$ cat src/rtl/mmio_io_unit_pkg.sv
// Shared address map and status layout for the MMIO I/O slave.
package mmio_io_unit_pkg;

  // Offsets within the 0x8000_0000 I/O region (io_addr[11:0]).
  localparam logic [11:0] IO_UART_CTRL = 12'h000;
  localparam logic [11:0] IO_UART_RX   = 12'h004;
  localparam logic [11:0] IO_UART_TX   = 12'h008;
  localparam logic [11:0] IO_CNT_CLR   = 12'h018;
  localparam logic [11:0] IO_CNT_BASE  = 12'h020;

  // io_addr[31:30] that selects this block.
  localparam logic [1:0]  IO_REGION    = 2'b10;

  typedef struct packed {
    logic tx_drop;
    logic rx_drop;
    logic rx_nonempty;
    logic tx_free;
  } io_status_t;

  function automatic logic [31:0] status_word(input io_status_t s);
    return {28'b0, s};
  endfunction

endpackage

$ cat src/rtl/mmio_io_unit_if.sv
// CPU-side MMIO request/response bus.
interface mmio_io_unit_if;
  logic [31:0] io_addr;
  logic        io_re;
  logic        io_we;
  logic [31:0] io_wdata;
  logic [31:0] io_rdata;

  modport master (output io_addr, io_re, io_we, io_wdata, input io_rdata);
  modport slave  (input io_addr, io_re, io_we, io_wdata, output io_rdata);
endinterface

$ cat src/rtl/mmio_io_unit_sync_fifo.sv
// Single-clock FIFO, pointer + occupancy count; push and pop may share a cycle.
module sync_fifo #(
  parameter int WIDTH = 8,
  parameter int DEPTH = 8
) (
  input  logic             clk,
  input  logic             rst,
  input  logic             push,
  input  logic [WIDTH-1:0] din,
  input  logic             pop,
  output logic [WIDTH-1:0] dout,
  output logic             full,
  output logic             empty
);
  localparam int AW = $clog2(DEPTH);

  logic [WIDTH-1:0] mem_q [DEPTH];
  logic [WIDTH-1:0] mem_d [DEPTH];
  logic [AW-1:0]    wr_ptr_q, wr_ptr_d, rd_ptr_q, rd_ptr_d;
  logic [AW:0]      count_q, count_d;
  logic             do_push, do_pop;

  assign full    = (count_q == (AW+1)'(DEPTH));
  assign empty   = (count_q == '0);
  assign dout    = mem_q[rd_ptr_q];
  assign do_push = push && !full;
  assign do_pop  = pop && !empty;

  // Next-state: write slot, advance pointers (DEPTH is a power of 2, so they wrap naturally).
  always_comb begin
    mem_d    = mem_q;
    wr_ptr_d = wr_ptr_q;
    rd_ptr_d = rd_ptr_q;
    count_d  = count_q;
    if (do_push) begin
      mem_d[wr_ptr_q] = din;
      wr_ptr_d        = wr_ptr_q + AW'(1);
    end
    if (do_pop) rd_ptr_d = rd_ptr_q + AW'(1);
    if (do_push && !do_pop)      count_d = count_q + (AW+1)'(1);
    else if (!do_push && do_pop) count_d = count_q - (AW+1)'(1);
  end

  // Pointer/count state, cleared on reset.
  always_ff @(posedge clk) begin
    if (rst) begin
      wr_ptr_q <= '0;
      rd_ptr_q <= '0;
      count_q  <= '0;
    end else begin
      wr_ptr_q <= wr_ptr_d;
      rd_ptr_q <= rd_ptr_d;
      count_q  <= count_d;
    end
  end

  // Storage needs no reset; contents are only visible when count is nonzero.
  always_ff @(posedge clk) begin
    mem_q <= mem_d;
  end
endmodule

$ cat src/rtl/mmio_io_unit.sv
// MMIO slave: UART RX FIFO, TX holding register, event counters, registered read data.
module mmio_io_unit
  import mmio_io_unit_pkg::*;
#(
  parameter int NUM_CNT   = 4,
  parameter int CNT_WIDTH = 32,
  parameter int RX_DEPTH  = 8
) (
  input  logic               clk,
  input  logic               rst,
  mmio_io_unit_if.slave      bus,
  input  logic [NUM_CNT-1:0] cnt_inc,
  input  logic [7:0]         uart_rx_data_out,
  input  logic               uart_rx_data_out_valid,
  output logic               uart_rx_data_out_ready,
  output logic [7:0]         uart_tx_data_in,
  output logic               uart_tx_data_in_valid,
  input  logic               uart_tx_data_in_ready
);
  logic        hit;
  logic [11:0] off;
  logic [9:0]  cnt_idx;
  logic        cnt_hit;
  logic        rd_rx, wr_ctrl, wr_tx, wr_clr;

  logic        fifo_full, fifo_empty;
  logic [7:0]  fifo_dout;

  logic [31:0] rdata_q, rdata_d, rd_val;
  logic        tx_valid_q, tx_valid_d;
  logic [7:0]  tx_data_q, tx_data_d;
  logic        tx_drop_q, tx_drop_d, rx_drop_q, rx_drop_d;
  logic        tx_hs;

  logic [31:0] cnt_rd [NUM_CNT];
  logic        unused_bits;

  assign hit     = (bus.io_addr[31:30] == IO_REGION);
  assign off     = bus.io_addr[11:0];
  assign cnt_hit = (off >= IO_CNT_BASE) && (off[1:0] == 2'b00);
  assign cnt_idx = 10'((off - IO_CNT_BASE) >> 2);
  assign rd_rx   = bus.io_re && hit && (off == IO_UART_RX);
  assign wr_ctrl = bus.io_we && hit && (off == IO_UART_CTRL);
  assign wr_tx   = bus.io_we && hit && (off == IO_UART_TX);
  assign wr_clr  = bus.io_we && hit && (off == IO_CNT_CLR);
  assign tx_hs   = tx_valid_q && uart_tx_data_in_ready;

  assign unused_bits = ^{bus.io_addr[29:12], bus.io_wdata[31:8], cnt_inc[0]};

  sync_fifo #(.WIDTH(8), .DEPTH(RX_DEPTH)) u_rx_fifo (
    .clk   (clk),
    .rst   (rst),
    .push  (uart_rx_data_out_valid),
    .din   (uart_rx_data_out),
    .pop   (rd_rx),
    .dout  (fifo_dout),
    .full  (fifo_full),
    .empty (fifo_empty)
  );

  // Ready comes straight from registered occupancy, so a byte offered while ready is always stored.
  assign uart_rx_data_out_ready = !fifo_full;
  assign uart_tx_data_in        = tx_data_q;
  assign uart_tx_data_in_valid  = tx_valid_q;
  assign bus.io_rdata           = rdata_q;

  // Event counters; counter 0 is a free-running cycle counter. Clear beats increment.
  for (genvar k = 0; k < NUM_CNT; k++) begin : g_cnt
    logic [CNT_WIDTH-1:0] cnt_q, cnt_d;
    logic                 inc;
    assign inc = (k == 0) ? 1'b1 : cnt_inc[k];

    // Next counter value: clear, increment (wrapping) or hold.
    always_comb begin
      cnt_d = cnt_q;
      if (wr_clr)   cnt_d = '0;
      else if (inc) cnt_d = cnt_q + CNT_WIDTH'(1);
    end

    // Counter register.
    always_ff @(posedge clk) begin
      if (rst) cnt_q <= '0;
      else     cnt_q <= cnt_d;
    end

    assign cnt_rd[k] = 32'(cnt_q);
  end

  // Read mux over pre-update state; unmapped offsets and other regions read 0.
  always_comb begin
    rd_val = '0;
    if (hit) begin
      if (off == IO_UART_CTRL)
        rd_val = status_word('{tx_drop: tx_drop_q, rx_drop: rx_drop_q,
                               rx_nonempty: !fifo_empty, tx_free: !tx_valid_q});
      else if (off == IO_UART_RX)
        rd_val = fifo_empty ? 32'h0 : {24'h0, fifo_dout};
      else if (cnt_hit)
        for (int k = 0; k < NUM_CNT; k++)
          if (cnt_idx == 10'(k)) rd_val = cnt_rd[k];
    end
  end

  // Control next-state: read capture, TX holding register, sticky drop flags.
  always_comb begin
    rdata_d    = rdata_q;
    tx_valid_d = tx_valid_q;
    tx_data_d  = tx_data_q;
    tx_drop_d  = tx_drop_q;
    rx_drop_d  = rx_drop_q;
    if (bus.io_re) rdata_d = rd_val;
    // A handshake in the same cycle frees the slot for the incoming byte.
    if (wr_tx) begin
      if (!tx_valid_q || tx_hs) begin
        tx_data_d  = bus.io_wdata[7:0];
        tx_valid_d = 1'b1;
      end else begin
        tx_drop_d  = 1'b1;
      end
    end else if (tx_hs) begin
      tx_valid_d = 1'b0;
    end
    if (wr_ctrl) begin
      tx_drop_d = 1'b0;
      rx_drop_d = 1'b0;
    end
    if (rd_rx && fifo_empty) rx_drop_d = 1'b1;
  end

  // Control registers.
  always_ff @(posedge clk) begin
    if (rst) begin
      rdata_q    <= '0;
      tx_valid_q <= 1'b0;
      tx_data_q  <= '0;
      tx_drop_q  <= 1'b0;
      rx_drop_q  <= 1'b0;
    end else begin
      rdata_q    <= rdata_d;
      tx_valid_q <= tx_valid_d;
      tx_data_q  <= tx_data_d;
      tx_drop_q  <= tx_drop_d;
      rx_drop_q  <= rx_drop_d;
    end
  end
endmodule
$ cat src/flat_wrapper.sv
// flat-port wrapper written by rule: the top's interface ports become plain ports
module mmio_io_unit_flat import mmio_io_unit_pkg::*;
#(
  parameter int NUM_CNT   = 4,
  parameter int CNT_WIDTH = 32,
  parameter int RX_DEPTH  = 8
)
  (clk, rst, cnt_inc, uart_rx_data_out, uart_rx_data_out_valid, uart_rx_data_out_ready, uart_tx_data_in, uart_tx_data_in_valid, uart_tx_data_in_ready, bus_io_addr, bus_io_re, bus_io_we, bus_io_wdata, bus_io_rdata);
  mmio_io_unit_if bus_i ();
  input  logic clk;
  input  logic rst;
  input  logic [NUM_CNT-1:0] cnt_inc;
  input  logic [7:0] uart_rx_data_out;
  input  logic uart_rx_data_out_valid;
  output logic uart_rx_data_out_ready;
  output logic [7:0] uart_tx_data_in;
  output logic uart_tx_data_in_valid;
  input  logic uart_tx_data_in_ready;
  input wire logic [$bits(bus_i.io_addr)-1:0] bus_io_addr;
  input wire logic [$bits(bus_i.io_re)-1:0] bus_io_re;
  input wire logic [$bits(bus_i.io_we)-1:0] bus_io_we;
  input wire logic [$bits(bus_i.io_wdata)-1:0] bus_io_wdata;
  output wire logic [$bits(bus_i.io_rdata)-1:0] bus_io_rdata;
  assign bus_i.io_addr = bus_io_addr;
  assign bus_i.io_re = bus_io_re;
  assign bus_i.io_we = bus_io_we;
  assign bus_i.io_wdata = bus_io_wdata;
  assign bus_io_rdata = bus_i.io_rdata;
  mmio_io_unit #(.NUM_CNT(NUM_CNT), .CNT_WIDTH(CNT_WIDTH), .RX_DEPTH(RX_DEPTH)) u_core (.clk(clk), .rst(rst), .bus(bus_i), .cnt_inc(cnt_inc), .uart_rx_data_out(uart_rx_data_out), .uart_rx_data_out_valid(uart_rx_data_out_valid), .uart_rx_data_out_ready(uart_rx_data_out_ready), .uart_tx_data_in(uart_tx_data_in), .uart_tx_data_in_valid(uart_tx_data_in_valid), .uart_tx_data_in_ready(uart_tx_data_in_ready));
endmodule
$ cat config.mk
export PLATFORM = sky130hd
export DESIGN_NAME = mmio_io_unit_flat
export DESIGN_NICKNAME = d
export VERILOG_FILES = /design/src/rtl/mmio_io_unit_pkg.sv /design/src/rtl/mmio_io_unit_if.sv /design/src/rtl/mmio_io_unit_sync_fifo.sv /design/src/rtl/mmio_io_unit.sv /design/src/flat_wrapper.sv
export SDC_FILE = /design/constraint.sdc
export NUM_CORES = 1
export LEC_CHECK = 0
export BUFFER_PORTS_ARGS = -buffer_cell sky130_fd_sc_hd__buf_2
export CORE_MARGIN = 8
export CORE_UTILIZATION = 25
export CTS_CLUSTER_SIZE = 28
export DETAILED_ROUTE_END_ITERATION = 10
export PLACE_DENSITY = 0.39
export SETUP_SLACK_MARGIN = 0.05
export SYNTH_ARGS = -nofsm -noshare
export SYNTH_HDL_FRONTEND = slang
export SYNTH_SLANG_ARGS = --single-unit
$ cat constraint.sdc
create_clock -name clk -period 6.3 [get_ports clk]
set_input_delay 0.63 -clock clk [delete_from_list [all_inputs] [get_ports clk]]
set_output_delay 0.63 -clock clk [all_outputs]
set_load 0.01 [all_outputs]
==> key figures <==
Routing
  – Pre-Repair DR Iteration Count: 5
  – DRT antenna net count: 0
  – Wire per inst: 17.2 um
  – Metal2 WL: 14,600 um
  – # DRC: 0
  – DR vias: 8,365
  – Initial detailed-routing violation count: 479
  – Top Layer Used: met4
  – Final wirelength: 30,900 um
  – WL met1: 14,800 um
  – Vias/cell: 4.65
  – Met3 WL: 970 um

Worst setup path
  – Critical path startpoint: bus_io_addr[3]
  – Reg-to-reg startpoint: u_core.u_rx_fifo.count_q[0]
  – CP Capture Type: register
  – Largest fanout on the critical path: 37
  – Setup CP Type: input port to register
  – Worst endpoint required time: 6780 ps
  – Element type at the critical path start: input port
  – CP arrival: 3440 ps

Global route
  – GRT overflow: 0
  – Vias in the first global route: 8,251
  – GRT Total Usage: 0.118
  – Initial antenna violation count: 0
  – First-pass GRT wire length: 48,000 um
  – Pin count of the biggest net entering global routing: 78

Placement
  – IO Port Bufs: 80
  – DP Cell Count: 1,744
  – GPL Wtd Cong: 0.782
  – Hpwl dp: 21,700 um

Final layout
  – # nets final: 1,276
  – Layout Utilization: 0.299
  – Layout cells sized above 1: 0.168
  – Area growth syn-to-layout: 18.3%
  – Final non-filler cell total: 1,798
  – Antenna cell count: 0

Synth
  – Distinct cells, synth: 54
  – Post-synthesis xor/xnor area fraction: 0.0935
  – Synth warn: 0
  – Post-synthesis register bit count: 245
  – Post-synthesis simple-gate area fraction: 0.221
  – Sequential share of the synthesized area: 0.498
  – Post-Syn Area: 11,100 um2
  – Count of flip-flops with a built-in enable after synthesis: 64
  – Largest family of logic cells by synthesized area: simple AND/OR/NAND/NOR gates
  – Most instantiated cells after synthesis: dfxtp_1 (181), nor2_1 (160), nand2_1 (83)
  – Syn_area_per_cell: 9.98 um2
  – Syn Inst Count: 1,117
  – Fraction of registers with async set/reset: 0
  – Count leader, synth: dfxtp_1
  – Syn nets: 1,210
  – Top_reg_cell synth: dfxtp_1
  – Synth top area share: 0.325
  – Fraction of the mapped netlist area in adder cells: 0.0130
  – Synth top area cells: dfxtp_1 (33%), edfxtp_1 (17%), nor2_1 (5.4%), xor2_1 (5.0%), xnor2_1 (4.3%)
  – Synth Area in Compound Gates: 0.0648
  – Synth area leader: dfxtp_1
  – Post-synthesis mux area share: 0.0832

Die
  – FP Rows: 77
  – Full die area: 51,600 um2
  – Starting density of the core: 0.253
  – Die span in y: 227 um
  – I/O pin count: 124
  – Die Span X: 227 um
  – Core Area: 44,100 um2

Run status
  – Status: finished clean

CTS
  – CTS clk-pin slew, worst paths: 60 ps
  – Hold_buf cts: 0
  – Clk_lat worst skew: 550 ps
  – Setup repair bufs after CTS: 0
  – Post-cts sizing count: 0
  – Num CTS Buffers: 29
  – Num Clock Sinks: 245
  – Root Driver: clkbuf_16
  – H-tree levels: 1
  – Deepest clock path buffer count: 3
  – TritonCTS clock tree: built

STA
  – Final hold violation count: 0
  – Final setup fails: 0
  – Slew Viols, Final: 0
  – Final period util: 0.471
  – Max_slew headroom: 0.197
  – Setup Total Neg Slack: 0 ps
  – Slew @ Worst Pin: 1200 ps
  – Clock skew: 10.4 ps
  – Post-layout min period: 2960 ps
  – RSZ-0062 raised after global routing: false
  – Fmax: 337 MHz

Power
  – Sequential share of power: 0.453
  – Sw Share: 0.224
  – VDD IR-drop max: 0.170 mV
  – NetSw: 0.827 mW
  – Final Power: 3.69 mW
  – Pleak: 4.48 nW
  – Clock power frac: 0.494
  – Pwr per Cell Area: 280 nW/um2
  – Power Internal: 2.87 mW
  – Power share of the combinational group: 0.052

Min path
  – Hold Crit Start: bus_io_wdata[1]
  – Worst hold path type: input port to register

Flow run
  – Max Cap Violations: 0
==> worst max-delay path, cell delays in order <==
cell and delay, ps:
buf_2 100, buf_4 260, nor4_1 560, and4_1 280
nand2_1 100, ha_1 230, inv_1 120, ha_1 240
a21o_1 170, a21oi_1 190, xnor2_1 90, or3_1 310
a21oi_1 140
==> flip-flops by register name (all words and copies together), names as in the netlist <==
register	flops
u_core.uart_tx_data_in	8
u_core.u_rx_fifo.mem_q	64
u_core.u_rx_fifo.rd_ptr_q	3
u_core.u_rx_fifo.wr_ptr_q	3
u_core.uart_tx_data_in_valid	1
u_core.tx_drop_q	1
u_core.g_cnt.cnt_q	128
u_core.rx_drop_q	1
u_core.u_rx_fifo.count_q	4
u_core.bus.io_rdata	32
==> cell usage in the layout (no fill, tap or decap), types with 4 or more instances in the layout <==
master and count:
xnor2_1 55, nor3_1 29, nor4_1 13, buf_4 8, mux2_2 23, nor4_2 5
a22oi_1 5, o21ai_0 62, clkbuf_1 7, nand4_1 41, nor3_2 4, clkinv_2 5
o21ai_1 6, edfxtp_1 64, nand3_1 51, dfxtp_1 181, a21oi_1 22, and2_1 6
ha_1 10, nor2_1 158, and4_1 16, xor2_1 64, bufinv_16 7, inv_1 16
or3_1 16, mux4_2 19, mux2i_1 24, o22ai_1 26, and3_1 17, nor2_2 5
nand2b_1 8, clkbuf_16 29, nand2_1 83, buf_2 80
==> kinds of logic after synthesis <==
| group | after synthesis |
|---|---|
| simple gates | 478 |
| flops | 245 |
| compound gates | 129 |
| xor+xnor | 119 |
| buf+inv | 69 |
| mux | 66 |
| fa+ha+maj | 11 |
==> final timing paths <==
path / end / slack, ps / cells past startpoint
max: u_core.u_rx_fifo.count_q[3] / 3340 / 13
min: u_core.uart_tx_data_in[1] / 310 / 3
max reg2reg: u_core.u_rx_fifo.count_q[3] / 3490 / 11
min reg2reg: u_core.bus.io_rdata[23] / 450 / 2
==> final cells by class <==
cell class	count	area, um2
multi-input cells	803	5340
fillers	4740	30900
repair buffers	88	460
clock inverters	17	267
well taps	592	741
inverters	16	60.1
flip-flops and latches	245	5550
clock buffers	37	766
==> per-layer routing <==
layer,vias up,GRT usage
met5,-,0
met4,0,0.0244
met3,41,0.0196
met2,112,0.197
met1,4054,0.159
li1,4158,-
==> through the flow <==
step | setup slack (ps) | cell area (um2) | hold WS (ps)
global placement | 2790 | 12100 | 433
finish | 3340 | 13200 | 314
floorplan | 3290 | 11100 | 435
CTS | 3390 | 13200 | 274
global route | 3060 | 13200 | 287
detailed placement | 2790 | 12100 | 442
==> power by group through the flow <==
stage,Clock (mW),Sequential (mW),Combinational [mW]
finish,1.83,1.68,0.193
floorplan,0,1.70,0.128
detailed placement,0,1.71,0.198
global placement,0,1.71,0.196
CTS,1.89,1.68,0.198
global route,1.96,1.68,0.218
(Power assumes the default switching activity.)
